**src/rtl/bcd_arb_pkg.sv**
```systemverilog
// Shared types and constants for the BCD converter arbiter.
//   state_t   : arbiter FSM states
//   BCD_W     : width of one BCD digit
//   BIN_W     : width of a channel's binary count value
//   UNITS_OVF : units value the iterative converter can leave behind (10)
package bcd_arb_pkg;

  localparam int BCD_W = 4;
  localparam int BIN_W = 5;

  localparam logic [BCD_W-1:0] UNITS_OVF = 4'd10;

  typedef enum logic [2:0] {
    ST_IDLE,
    ST_LOAD,
    ST_SETTLE,
    ST_WAIT,
    ST_CAPTURE
  } state_t;

endpackage

```
**src/rtl/bcd_conv_arbiter_rr_pick.sv**
```systemverilog
// rr_pick: combinational round-robin picker.
//   req   : per-channel request vector
//   ptr   : channel with highest priority this round
//   grant : one-hot grant (all zero when nothing requests)
//   idx   : index of the granted channel (0 when nothing requests)
module rr_pick #(
  parameter int NCH = 2,
  parameter int IW  = (NCH > 1) ? $clog2(NCH) : 1
) (
  input  logic [NCH-1:0] req,
  input  logic [IW-1:0]  ptr,
  output logic [NCH-1:0] grant,
  output logic [IW-1:0]  idx
);

  localparam int SW = IW + 1;

  logic [2*NCH-1:0] req2;
  logic [NCH-1:0]   rot;
  logic             found;
  logic [SW-1:0]    sum;

  // Rotate the requests so bit 0 is the pointer's channel, take the first
  // set bit, then map the rotated position back to a channel index.
  always_comb begin
    req2  = {req, req};
    rot   = NCH'(req2 >> ptr);
    found = 1'b0;
    sum   = '0;
    idx   = '0;
    for (int k = 0; k < NCH; k++) begin
      if (!found && rot[k]) begin
        found = 1'b1;
        sum   = {1'b0, ptr} + SW'(k);
        idx   = (sum >= SW'(NCH)) ? IW'(sum - SW'(NCH)) : IW'(sum);
      end
    end
    grant = '0;
    for (int c = 0; c < NCH; c++) begin
      grant[c] = found && (idx == IW'(c));
    end
  end

endmodule

```
**src/rtl/bcd_conv_arbiter.sv**
```systemverilog
// bcd_conv_arbiter: shares one iterative binary-to-BCD converter between
// NCH countdown channels and latches each channel's tens/units digits.
//   clk, rst_n            : clock, asynchronous active-low reset
//   req / req_val         : per-channel level request and 5-bit value
//   ack                   : one-cycle pulse, channel's digits hold the new result
//   err                   : sticky per-channel timeout / converter-fault flag
//   ch_tens / ch_units    : latched BCD digits, 4 bits per channel
//   conv_en / conv_count  : drive to the shared converter
//   conv_valid/tens/units : result from the shared converter
//   busy                  : high whenever a conversion is in progress
//
// state      | meaning
// -----------+--------------------------------------------------------
// ST_IDLE    | no conversion; pick next requester, register its value
// ST_LOAD    | converter enabled with the new count
// ST_SETTLE  | SETTLE cycles where conv_valid may be stale and is ignored
// ST_WAIT    | wait for conv_valid, give up after TIMEOUT cycles
// ST_CAPTURE | ack the granted channel, advance round-robin pointer
module bcd_conv_arbiter
  import bcd_arb_pkg::*;
#(
  parameter int NCH     = 2,
  parameter int SETTLE  = 2,
  parameter int TIMEOUT = 15
) (
  input  logic                 clk,
  input  logic                 rst_n,
  input  logic [NCH-1:0]       req,
  input  logic [BIN_W*NCH-1:0] req_val,
  output logic [NCH-1:0]       ack,
  output logic [NCH-1:0]       err,
  output logic [BCD_W*NCH-1:0] ch_tens,
  output logic [BCD_W*NCH-1:0] ch_units,
  output logic                 conv_en,
  output logic [BIN_W-1:0]     conv_count,
  input  logic                 conv_valid,
  input  logic [BCD_W-1:0]     conv_tens,
  input  logic [BCD_W-1:0]     conv_units,
  output logic                 busy
);

  localparam int              IW           = (NCH > 1) ? $clog2(NCH) : 1;
  localparam logic [3:0]      SETTLE_LAST  = 4'(SETTLE - 1);
  localparam logic [3:0]      TIMEOUT_LAST = 4'(TIMEOUT - 1);
  localparam logic [IW-1:0]   LAST_CH      = IW'(NCH - 1);

  state_t             state, state_nxt;
  logic [IW-1:0]      ptr, gidx, pick_idx;
  logic [NCH-1:0]     gmask, pick_grant;
  logic [3:0]         cnt;
  logic [BIN_W-1:0]   pick_val;
  logic [BCD_W-1:0]   cor_tens, cor_units;
  logic               units_bad;
  logic               take, abort;

  rr_pick #(.NCH(NCH), .IW(IW)) u_pick (
    .req   (req),
    .ptr   (ptr),
    .grant (pick_grant),
    .idx   (pick_idx)
  );

  always_comb begin
    pick_val = '0;
    for (int i = 0; i < NCH; i++) begin
      if (pick_idx == IW'(i)) pick_val = req_val[BIN_W*i +: BIN_W];
    end
  end

  // State register
  always_ff @(posedge clk or negedge rst_n) begin
    if (!rst_n) state <= ST_IDLE;
    else        state <= state_nxt;
  end

  // Next-state logic
  always_comb begin
    state_nxt = state;
    case (state)
      ST_IDLE:    if (|req) state_nxt = ST_LOAD;
      ST_LOAD:    state_nxt = ST_SETTLE;
      ST_SETTLE:  if (cnt == SETTLE_LAST) state_nxt = ST_WAIT;
      ST_WAIT: begin
        if (conv_valid)                state_nxt = ST_CAPTURE;
        else if (cnt == TIMEOUT_LAST)  state_nxt = ST_IDLE;
      end
      ST_CAPTURE: state_nxt = ST_IDLE;
      default:    state_nxt = ST_IDLE;
    endcase
  end

  // Output logic
  always_comb begin
    conv_en = 1'b0;
    busy    = 1'b1;
    ack     = '0;
    case (state)
      ST_IDLE:                     busy    = 1'b0;
      ST_LOAD, ST_SETTLE, ST_WAIT: conv_en = 1'b1;
      ST_CAPTURE:                  ack     = gmask;
      default:                     busy    = 1'b0;
    endcase
  end

  // Shared settle / wait counter; restarts on every state change and
  // saturates so a long stay can never wrap back into range.
  always_ff @(posedge clk or negedge rst_n) begin
    if (!rst_n)                  cnt <= '0;
    else if (state != state_nxt) cnt <= '0;
    else if (cnt != 4'hF)        cnt <= cnt + 4'd1;
  end

  // Grant and count are captured once in IDLE; later req_val changes are
  // deliberately invisible to the conversion in flight.
  always_ff @(posedge clk or negedge rst_n) begin
    if (!rst_n) begin
      gidx       <= '0;
      gmask      <= '0;
      conv_count <= '0;
      ptr        <= '0;
    end else begin
      if (state == ST_IDLE && |req) begin
        gidx       <= pick_idx;
        gmask      <= pick_grant;
        conv_count <= pick_val;
      end
      if (state == ST_CAPTURE) ptr <= (gidx == LAST_CH) ? '0 : gidx + 1'b1;
    end
  end

  // The converter's loop exits at units<=10, so 10/20/30 come back as
  // (tens-1, 10); fold that back into a proper BCD pair.
  always_comb begin
    cor_tens  = conv_tens;
    cor_units = conv_units;
    if (conv_units == UNITS_OVF) begin
      cor_tens  = conv_tens + 4'd1;
      cor_units = '0;
    end
  end

  assign units_bad = conv_units > UNITS_OVF;
  assign take      = (state == ST_WAIT) && conv_valid;
  assign abort     = (state == ST_WAIT) && !conv_valid && (cnt == TIMEOUT_LAST);

  // Digits are written on the WAIT->CAPTURE edge so they are already
  // visible during the ack cycle.
  always_ff @(posedge clk or negedge rst_n) begin
    if (!rst_n) begin
      err      <= '0;
      ch_tens  <= '0;
      ch_units <= '0;
    end else begin
      for (int i = 0; i < NCH; i++) begin
        if (gmask[i] && take) begin
          ch_tens[BCD_W*i +: BCD_W]  <= cor_tens;
          ch_units[BCD_W*i +: BCD_W] <= cor_units;
          err[i]                     <= units_bad;
        end else if (gmask[i] && abort) begin
          err[i] <= 1'b1;
        end
      end
    end
  end

endmodule

```
**config.mk**
```make
export PLATFORM = sky130hd
export DESIGN_NAME = bcd_conv_arbiter
export DESIGN_NICKNAME = d
export VERILOG_FILES = /design/src/rtl/bcd_arb_pkg.sv /design/src/rtl/bcd_conv_arbiter_rr_pick.sv /design/src/rtl/bcd_conv_arbiter.sv
export SDC_FILE = /design/constraint.sdc
export NUM_CORES = 1
export LEC_CHECK = 0
export BUFFER_PORTS_ARGS = -buffer_cell sky130_fd_sc_hd__buf_2
export CORE_AREA = 2 2 65 67
export DETAILED_ROUTE_END_ITERATION = 6
export DIE_AREA = 0 0 67 69
export PLACE_DENSITY = 0.81
export SETUP_SLACK_MARGIN = 0.4
export SKIP_CTS_REPAIR_TIMING = 1
export SKIP_LAST_GASP = 1
export SYNTH_ARGS = -nofsm -noshare
export SYNTH_HDL_FRONTEND = slang
export SYNTH_SLANG_ARGS = --single-unit
```
**constraint.sdc**
```tcl
create_clock -name clk -period 2.4 [get_ports clk]
set_input_delay 0.36 -clock clk [delete_from_list [all_inputs] [get_ports clk]]
set_output_delay 0.36 -clock clk [all_outputs]
set_load 0.01 [all_outputs]
```
==> flow_summary.json <==
{
  "wl_um": 3680,
  "clock-root-buffer": "clkbuf_8",
  "synthTopCellsByArea": "dfrtp_1, a31oi_1, mux2_2",
  "h-tree-depth": 2,
  "yosysTopAreaCellShare": 0.496,
  "yosysSeqAreaShare": 0.496,
  "grt_first_pass_wirelength_um": 6040,
  "synth_compound_area_frac": 0.174,
  "filler_cell_count": 365,
  "die_y_um": 69,
  "fin_cells": 253,
  "tightest_slew_ns": 0.753,
  "cp_max_fo": 11,
  "power.density_mw_per_mm2": 1280,
  "drc": 0,
  "clock_path_buffers": 2,
  "setup_viol": 0,
  "hold_class": "in -> async",
  "cp_data_required_time_ns": 2.58,
  "io_pins": 50,
  "synthAdderAreaFrac": 0.0292,
  "timing.setup.tns_ns": 0,
  "die_x_um": 67,
  "fin_area_mm2": 0.00209,
  "synth_flop_cell": "dfrtp_1",
  "path_clk_slew_ns": 0.07,
  "async_reset_ff_frac": 1.00,
  "cp-start-kind": "flip-flop",
  "drv_slew": 0,
  "port_buffers": 49,
  "ys_types": 37,
  "initial_core_util": 0.438,
  "synth_nets": 184,
  "synthTopCellsByCount": "dfrtp_1, a31oi_1, a21oi_1",
  "synth_top_family_by_area": "compound AO/OA/AOI/OAI gates",
  "layout.nets": 229,
  "syn_area_per_cell_um2": 10.9,
  "area_growth_pct": 21.9,
  "grt_pass1_vias": 1277,
  "insertion_delay_ns": 0.29,
  "crit_type": "reg -> reg",
  "rows": 23,
  "multiInputGateArea_um2": 763,
  "ys_ff_latch": 34,
  "clock.fmax_mhz": 541,
  "drt_pass1_iterations": 4,
  "worst_slack_ns": 0.552,
  "synthMuxAreaShare": 0.0780,
  "antenna_found_initial": 0,
  "hpwl_um": 2620,
  "synth_area_mm2": 0.00172,
  "gp_congestion": 0.844,
  "cts-buffers-inserted": 5,
  "drtIter0Drc": 59,
  "hold_violations": 0,
  "cts_tree": "yes",
  "syn_inst": 157,
  "gr-usage-all-layers": 0.169,
  "clock-sinks": 34,
  "ir_drop_mv": 0.691,
  "synth-simple-area-share": 0.149,
  "min_period_ns": 1.85,
  "place_inst": 245,
  "cellLeakagePower_nw": 0.946,
  "vias_per_cell": 5.34,
  "vias": 1352,
  "end_kind": "flip-flop",
  "seq_area_um2": 851,
  "dp_slack_ns": 0.599,
  "placed_area_mm2": 0.00195,
  "yosys.area_share.xor_xnor": 0.0153,
  "dieArea_mm2": 0.00462,
  "yosysWarnings": 0,
  "drive_gt1_frac": 0.355,
  "max-cap-violations": 0,
  "synth_edf_count": 0,
  "core_area_mm2": 0.00391,
  "slew_headroom": 0.498,
  "finalPower_mw": 2.68,
  "cp.arrival_ns": 2.02,
  "period_share": 0.770,
  "wl_per_cell_um": 14.5,
  "synth_top_area_cell": "dfrtp_1",
  "ant_nets": 0,
  "grt_setup_unrepaired": "false",
  "grt_max_degree": 35,
  "finClkSkew_ns": 0.00702,
  "grt-ovfl-total": 0,
  "yosysMostFrequentCell": "dfrtp_1",
  "antenna_cells": 0,
  "status": "finished clean"
}
[cells by family after synthesis]
family | after synthesis
AO/OA/AOI/OAI | 48
flip-flops | 34
multiplexers | 11
XOR/XNOR | 3
buffers and inverters | 18
AND/OR/NAND/NOR | 39
adder cells (fa/ha/maj) | 4
[layout make-up]
| type | count | share of cell area |
|---|---|---|
| repair buffers | 49 | 0.117 |
| flip-flops and latches | 34 | 0.407 |
| multi-input cells | 105 | 0.365 |
| well taps | 50 | 0.0299 |
| clock buffers | 6 | 0.0395 |
| clock inverters | 2 | 0.0287 |
| inverters | 7 | 0.0126 |
[power breakdown]
part           internal (mW)  total (mW)  switching [mW]
sequential             0.840        1.05           0.213
clock                  0.443       0.656           0.213
combinational          0.462       0.974           0.512
total                   1.75        2.68           0.938
[flip-flops by register name (all words and copies together), names as in the netlist, 2 cells and up]
register	cells
conv_count	5
state	3
ch_tens	8
gmask	2
err	2
cnt	4
ch_units	8
[critical path, cell delays in order, from the launching register on]
cell and delay, ns:
dfrtp_1 0.50, and4b_1 0.52, and2_1 0.35, mux2_2 0.37
[worst paths after layout]
path	from	to	slack, ns	cells after the start
setup / recovery	state[2]	ch_units[1]	0.55	3
hold / removal	rst_n	conv_count[4]	0.14	1
setup reg to reg	state[2]	ch_units[1]	0.55	3
hold reg to reg	gidx	ptr	0.46	1
max in group asynchronous	rst_n	cnt[3]	1.78	1
min in group clk	req_val[2]	conv_count[2]	0.35	3
[metrics by stage]
stage	util	hold slack (ns)
floorplan	-	0.0644
global placement	0.498	0.456
detailed placement	0.498	0.461
CTS	0.534	0.156
global route	0.534	0.183
finish	0.534	0.137
[routing by layer]
metal	vias up	wire (um)	GRT usage	part of all wire
li1	666	-	-	-
met5	-	0	0	0
met3	5	153	0.0473	0.042
met1	656	1680	0.225	0.46
met2	25	1800	0.264	0.49
met4	0	47	0.0522	0.013
[cell usage in the layout (no fill, tap or decap), types with 4 or more instances in the layout]
cell	count
buf_2	49
nand3b_1	7
and2_1	5
ha_1	4
nor2_1	4
clkbuf_8	6
mux2_2	7
dfrtp_1	34
a21oi_1	14
o21ai_0	10
inv_1	7
a31oi_1	15
nand3_1	4
No activity file was read; power rests on OpenSTA's default activity.
